$ cat src/rtl/agc_gain_control.sv
// Closed-loop AGC: scales I/Q by a gain register adapted from windowed |I|+|Q|.
// Optional lock indicator built when AGC_LOCK_DETECT_EN is defined.
module agc_gain_control #(
  parameter int W_IN      = 26,
  parameter int W_MAG     = 27,
  parameter int W_GAIN    = 16,
  parameter int GAIN_FRAC = 12,
  parameter int GAIN_MIN  = 64,
  parameter int GAIN_MAX  = 65535,
  parameter int WIN_LOG2  = 8,
  parameter int MU_SHIFT  = 6
) (
  input  logic                     Clk,
  input  logic                     Rst_n,
  input  logic                     In_valid,
  input  logic signed [W_IN-1:0]   In_i,
  input  logic signed [W_IN-1:0]   In_q,
  input  logic        [W_MAG-1:0]  Mag_in,
  input  logic        [W_MAG-1:0]  Target,
  input  logic                     Freeze,
  input  logic                     Gain_wr,
  input  logic        [W_GAIN-1:0] Gain_wr_data,
  output logic                     Out_valid,
  output logic signed [W_IN-1:0]   Out_i,
  output logic signed [W_IN-1:0]   Out_q,
  output logic        [W_GAIN-1:0] Gain,
  output logic                     Locked
);

  localparam int PW = W_IN + W_GAIN + 1;
  localparam int AW = W_MAG + WIN_LOG2;
  localparam int EW = W_MAG + 1;
  localparam int GW = ((EW > W_GAIN + 1) ? EW : W_GAIN + 1) + 1;

  localparam logic signed [PW:0] RND  = (PW+1)'(1) <<< (GAIN_FRAC - 1);
  localparam logic signed [PW:0] OMAX = ((PW+1)'(1) <<< (W_IN - 1)) - 1;
  localparam logic signed [PW:0] OMIN = -OMAX - 1;
  localparam logic signed [GW-1:0] GMIN = GW'(GAIN_MIN);
  localparam logic signed [GW-1:0] GMAX = GW'(GAIN_MAX);

  typedef enum logic {ACCUM, UPDATE} state_t;

  state_t                 state;
  logic                   v1;
  logic signed [PW-1:0]   p_i;
  logic signed [PW-1:0]   p_q;
  logic [AW-1:0]          acc;
  logic [AW-1:0]          sum;
  logic [WIN_LOG2-1:0]    cnt;
  logic [W_MAG-1:0]       avg_r;
  logic signed [EW-1:0]   err;
  logic signed [GW-1:0]   g;
  logic [W_GAIN-1:0]      g_clamp;

  function automatic logic signed [W_IN-1:0] round_sat(
    input logic signed [PW-1:0] p
  );
    logic signed [PW:0] r;
    r = $signed({p[PW-1], p}) + RND;
    r = r >>> GAIN_FRAC;
    if (r > OMAX)      return OMAX[W_IN-1:0];
    else if (r < OMIN) return OMIN[W_IN-1:0];
    else               return r[W_IN-1:0];
  endfunction

  always_ff @(posedge Clk or negedge Rst_n) begin
    if (!Rst_n) begin
      v1        <= 1'b0;
      p_i       <= '0;
      p_q       <= '0;
      Out_valid <= 1'b0;
      Out_i     <= '0;
      Out_q     <= '0;
    end else begin
      v1        <= In_valid;
      Out_valid <= v1;
      if (In_valid) begin
        p_i <= PW'(In_i) * PW'($signed({1'b0, Gain}));
        p_q <= PW'(In_q) * PW'($signed({1'b0, Gain}));
      end
      if (v1) begin
        Out_i <= round_sat(p_i);
        Out_q <= round_sat(p_q);
      end
    end
  end

  assign sum = acc + AW'(Mag_in);
  assign err = $signed({1'b0, Target}) - $signed({1'b0, avg_r});
  assign g   = $signed(GW'({1'b0, Gain})) + GW'(err >>> MU_SHIFT);

  always_comb begin
    g_clamp = g[W_GAIN-1:0];
    if (g < GMIN)      g_clamp = W_GAIN'(GAIN_MIN);
    else if (g > GMAX) g_clamp = W_GAIN'(GAIN_MAX);
  end

  always_ff @(posedge Clk or negedge Rst_n) begin
    if (!Rst_n) begin
      state <= ACCUM;
      Gain  <= W_GAIN'(1 << GAIN_FRAC);
      acc   <= '0;
      cnt   <= '0;
      avg_r <= '0;
    end else if (Gain_wr) begin
      state <= ACCUM;
      Gain  <= Gain_wr_data;
      acc   <= '0;
      cnt   <= '0;
    end else begin
      unique case (state)
        ACCUM: begin
          if (In_valid) begin
            if (cnt == '1) begin
              avg_r <= W_MAG'(sum >> WIN_LOG2);
              acc   <= '0;
              cnt   <= '0;
              state <= UPDATE;
            end else begin
              acc <= sum;
              cnt <= cnt + 1'b1;
            end
          end
        end
        UPDATE: begin
          if (!Freeze) Gain <= g_clamp;
          // a sample arriving now opens the next window
          if (In_valid) begin
            acc <= AW'(Mag_in);
            cnt <= WIN_LOG2'(1);
          end
          state <= ACCUM;
        end
        default: state <= ACCUM;
      endcase
    end
  end

`ifdef AGC_LOCK_DETECT_EN
  logic [1:0]    lock_cnt;
  logic [1:0]    lock_nxt;
  logic [EW-1:0] abs_err;
  logic          in_tol;

  assign abs_err = err[EW-1] ? EW'(-err) : EW'(err);
  assign in_tol  = abs_err <= EW'(Target >> 4);

  always_comb begin
    lock_nxt = lock_cnt;
    if (Gain_wr)
      lock_nxt = 2'd0;
    else if (state == UPDATE)
      lock_nxt = in_tol ? ((lock_cnt == 2'd3) ? 2'd3 : lock_cnt + 2'd1) : 2'd0;
  end

  always_ff @(posedge Clk or negedge Rst_n) begin
    if (!Rst_n) begin
      lock_cnt <= 2'd0;
      Locked   <= 1'b0;
    end else begin
      lock_cnt <= lock_nxt;
      Locked   <= (lock_nxt == 2'd3);
    end
  end
`else
  assign Locked = 1'b0;
`endif

endmodule
$ cat config.mk
export PLATFORM = sky130hd
export DESIGN_NAME = agc_gain_control
export DESIGN_NICKNAME = d
export VERILOG_FILES = /design/src/rtl/agc_gain_control.sv
export SDC_FILE = /design/constraint.sdc
export NUM_CORES = 2
export LEC_CHECK = 0
export ABC_CLOCK_PERIOD_IN_PS = 15000
export CORE_MARGIN = 2
export CORE_UTILIZATION = 60
export DETAILED_ROUTE_END_ITERATION = 16
export GPL_TIMING_DRIVEN = 0
export PLACE_DENSITY = 0.79
export REMOVE_ABC_BUFFERS = 1
export SLEW_MARGIN = 20
export SYNTH_ARGS = -nofsm -noshare
export SYNTH_HDL_FRONTEND = slang
export SYNTH_SLANG_ARGS = --single-unit
$ cat constraint.sdc
create_clock -name Clk -period 15 [get_ports Clk]
set_clock_uncertainty 0.1 [all_clocks]
set_input_delay 2.25 -clock Clk [delete_from_list [all_inputs] [get_ports Clk]]
set_output_delay 2.25 -clock Clk [all_outputs]
set_load 0.02 [all_outputs]
==> report_table.html <==
<table>
<tr><th>Metric</th><th>Value</th></tr>
<tr><th colspan="2">Critical path</th></tr>
<tr><td>Most numerous cell on the critical path</td><td>fa_1</td></tr>
<tr><td>Register-to-register setup slack</td><td>7.25 ns</td></tr>
<tr><td>Worst setup SP type</td><td>input port</td></tr>
<tr><td>Cell with the largest stage delay on the worst path</td><td>clkdlybuf4s50_1</td></tr>
<tr><td>Critical Path End Type</td><td>register</td></tr>
<tr><td>Data arrival time at the worst-slack endpoint</td><td>9.99 ns</td></tr>
<tr><td>Launch instance of the worst register-to-register path</td><td>Gain[12]</td></tr>
<tr><td>Highest fanout seen on the critical path</td><td>16</td></tr>
<tr><td>Worst Path Class, Setup</td><td>in2reg</td></tr>
<tr><td>Crit. Startpoint</td><td>In_i[13]</td></tr>
<tr><td>Data required time at the worst endpoint</td><td>15.35 ns</td></tr>
<tr><td>Top delay family on crit path</td><td>adder cells</td></tr>
<tr><td>Worst path bufs/invs</td><td>6</td></tr>
<tr><td>Max stage delay on crit path</td><td>1.19 ns</td></tr>
<tr><th colspan="2">Logic synthesis</th></tr>
<tr><td>Multiplexer share of the synthesized area</td><td>1.44%</td></tr>
<tr><td>Number of instances in the synthesized netlist</td><td>4668</td></tr>
<tr><td>Cell type with the largest total area after synthesis</td><td>fa_1</td></tr>
<tr><td>Synth top area share</td><td>38.8%</td></tr>
<tr><td>Top post-synthesis cells by area</td><td>fa_1 39%, dfrtp_1 12%, inv_1 10%, ha_1 8.4%, nand2_1 6.1%</td></tr>
<tr><td>Yosys warnings</td><td>0</td></tr>
<tr><td>Sequential-to-total area share from yosys stat</td><td>12.3%</td></tr>
<tr><td>Average instance area after synthesis</td><td>8.93 um^2</td></tr>
<tr><td>Number of distinct library cells after synthesis</td><td>82</td></tr>
<tr><td>Share of synthesized cell area in full adder, half adder and majority cells</td><td>47.2%</td></tr>
<tr><td>Seq cells post-synth</td><td>205</td></tr>
<tr><td>Share of the synthesized netlist area taken by xor and xnor gates</td><td>3.94%</td></tr>
<tr><td>Number of synthesized flops with an enable pin</td><td>0</td></tr>
<tr><td>Basic-gate share of the synthesized area counting and, or, nand and nor cells</td><td>14.4%</td></tr>
<tr><td>Area fraction in compound gates after synthesis</td><td>8.87%</td></tr>
<tr><td>Main combinational cell family by area after synthesis</td><td>adder cells</td></tr>
<tr><td>Most instantiated flip-flop cell in the synthesis netlist</td><td>dfrtp_1</td></tr>
<tr><td>Cell area after technology mapping</td><td>41700 um^2</td></tr>
<tr><td>Fraction of synthesis flops using an asynchronous set or reset pin</td><td>100%</td></tr>
<tr><th colspan="2">Global route</th></tr>
<tr><td>First-pass GRT wire length</td><td>171000 um</td></tr>
<tr><td>Largest net degree at the start of global routing</td><td>84</td></tr>
<tr><td>Antenna violations before repair</td><td>5</td></tr>
<tr><td>Global route total overflow</td><td>0</td></tr>
<tr><td>Global routing usage summed across all routing layers</td><td>30.0%</td></tr>
<tr><td>Vias in the first global route</td><td>34200</td></tr>
<tr><th colspan="2">Timing</th></tr>
<tr><td>Fmax</td><td>0.104 GHz</td></tr>
<tr><td>Total Neg Setup Slack</td><td>0 ns</td></tr>
<tr><td>Part of the cycle the worst path needs</td><td>64.3%</td></tr>
<tr><td>Final Hold Fails</td><td>0</td></tr>
<tr><td>Tightest Pin Transition</td><td>1.10 ns</td></tr>
<tr><td>Min Tclk post-route</td><td>9.64 ns</td></tr>
<tr><td>RSZ-0062 raised after global routing</td><td>no</td></tr>
<tr><td>Total setup violations reported at the end of the flow</td><td>0</td></tr>
<tr><td>Tightest slew margin relative to the limit</td><td>26.6%</td></tr>
<tr><td>Max-slew violations</td><td>0</td></tr>
<tr><th colspan="2">Route</th></tr>
<tr><td>Avg WL per Cell</td><td>18.0 um</td></tr>
<tr><td>Drt pass-1 iters</td><td>6</td></tr>
<tr><td>DRC errors left</td><td>0</td></tr>
<tr><td>DR iter-0 viols</td><td>2153</td></tr>
<tr><td>Count of antenna-violating nets left after detailed routing</td><td>0</td></tr>
<tr><td>DRT Wirelength</td><td>102000 um</td></tr>
<tr><td>Ratio of routed vias to standard cells</td><td>5.62</td></tr>
<tr><td>DR vias</td><td>31800</td></tr>
<tr><th colspan="2">Layout</th></tr>
<tr><td>Fraction of layout cells with a size suffix above 1</td><td>3.47%</td></tr>
<tr><td>Most frequent cells in the layout</td><td>1105 x inv_1, 808 x fa_1, 681 x nand2_1</td></tr>
<tr><td>Synth-to-layout area growth</td><td>8.97%</td></tr>
<tr><td>Most frequent standard cell in the layout excluding fill and tap cells</td><td>inv_1</td></tr>
<tr><td>Layout net count</td><td>5923</td></tr>
<tr><th colspan="2">Die</th></tr>
<tr><td>Area of the die</td><td>71600 um^2</td></tr>
<tr><td>Die boundary height</td><td>268 um</td></tr>
<tr><td>Floorplan row count</td><td>96</td></tr>
<tr><td>Num ports</td><td>197</td></tr>
<tr><td>Initial core utilization</td><td>60.7%</td></tr>
<tr><td>Horiz. Die Dim</td><td>268 um</td></tr>
<tr><td>Core Region</td><td>68700 um^2</td></tr>
<tr><th colspan="2">Place</th></tr>
<tr><td>Final HPWL DP</td><td>76200 um</td></tr>
<tr><td>GP Congestion</td><td>0.884</td></tr>
<tr><td>I/O Buffers</td><td>195</td></tr>
<tr><th colspan="2">Clock tree</th></tr>
<tr><td>TritonCTS clock tree</td><td>yes</td></tr>
<tr><td>Clock slew at reported path FFs</td><td>0.06 ns</td></tr>
<tr><td>Post-cts gate resize count</td><td>0</td></tr>
<tr><td>H-Tree Depth</td><td>1</td></tr>
<tr><td>Clock root cell</td><td>clkbuf_16</td></tr>
<tr><td>Clock buffers created by TritonCTS</td><td>24</td></tr>
<tr><td>Sinks on Clock Net</td><td>205</td></tr>
<tr><td>Maximum root-to-sink buffer count</td><td>3</td></tr>
<tr><td>Source-to-sink clock delay at the later pin of the worst-skew pair</td><td>0.57 ns</td></tr>
<tr><td>Post CTS Setup Buffer Count</td><td>0</td></tr>
<tr><td>Total of hold buffers inserted after clock tree synthesis</td><td>0</td></tr>
<tr><th colspan="2">Run status</th></tr>
<tr><td>Run status</td><td>finished clean</td></tr>
<tr><th colspan="2">Min path</th></tr>
<tr><td>Startpoint of the tightest hold check path</td><td>Out_q[19]</td></tr>
<tr><td>Worst hold-check path type</td><td>reg2reg</td></tr>
<tr><th colspan="2">Run</th></tr>
<tr><td>Maximum Capacitance Violations</td><td>0</td></tr>
</table>
-- worst paths after layout --
kind / endpoint / cells past startpoint
setup / recovery: p_i[42] / 26
max in group asynchronous: p_q[14] / 2
setup reg to reg: p_q[42] / 23
hold / removal: Out_q[19] / 1
min in group asynchronous: acc[7] / 1
hold reg to reg: Out_q[19] / 1
-- final cells by class --
type / instances / area (um^2)
antenna: 1 / 2.50
clock buffer: 35 / 682
clock inverter: 9 / 135
fill: 5651 / 23300
inverter: 1106 / 4150
multi-input combinational: 3156 / 31700
sequential: 205 / 5190
tap: 931 / 1160
timing repair buffer: 216 / 2440
-- flip-flops by register name (all words and copies together) (netlist names) --
signal / flops
p_q: 32
Gain: 16
acc: 35
Out_i: 26
Out_q: 26
Out_valid: 1
cnt: 8
p_i: 32
state: 1
avg_r: 27
v1: 1
-- per-stage QoR --
step	hold WS (ns)	instances	setup WS (ns)	cell area [um^2]	utilization (%)
after floorplan	0.340	4467	6.61	40900	-
after global placement	0.360	5593	2.49	44000	64.1
after detailed placement	0.366	5614	4.86	44600	64.9
after CTS	0.380	5658	5.44	45400	66.1
after global routing	0.393	5658	4.98	45400	66.1
final	0.376	5659	5.36	45400	66.1
-- layer usage --
layer  vias to the layer above  track usage, %  routed length [um]
met5                         -               0                  52
met4                         8            12.0                4600
met3                       318            3.97                7800
met2                      1222            52.1               50500
met1                     16000            38.1               38700
li1                      14200               -                   -
-- synthesized netlist by cell type (32+ instances only) --
cell / n
mux2_2: 49
a21oi_1: 112
and3_1: 32
o21ai_0: 93
nand3_1: 47
o21a_1: 46
inv_1: 1106
clkbuf_1: 194
fa_1: 808
dfrtp_1: 204
nand2_1: 681
xnor2_1: 121
ha_1: 279
and2_1: 261
a22oi_1: 32
xor2_1: 63
a21o_1: 52
nor2_1: 139
-- logic make-up (layout without fill, tap and decap cells) --
family	Yosys count	in the layout
AO/OA/AOI/OAI	536	536
XOR/XNOR	186	186
adder cells (fa/ha/maj)	1087	1087
buffers and inverters	1307	1366
flip-flops	205	205
multiplexers	54	54
other	1	2
AND/OR/NAND/NOR	1292	1292
Power is left out: the tool's default activity adds up to more than one toggle a clock period on the data nets, which glitch-free logic cannot reach.
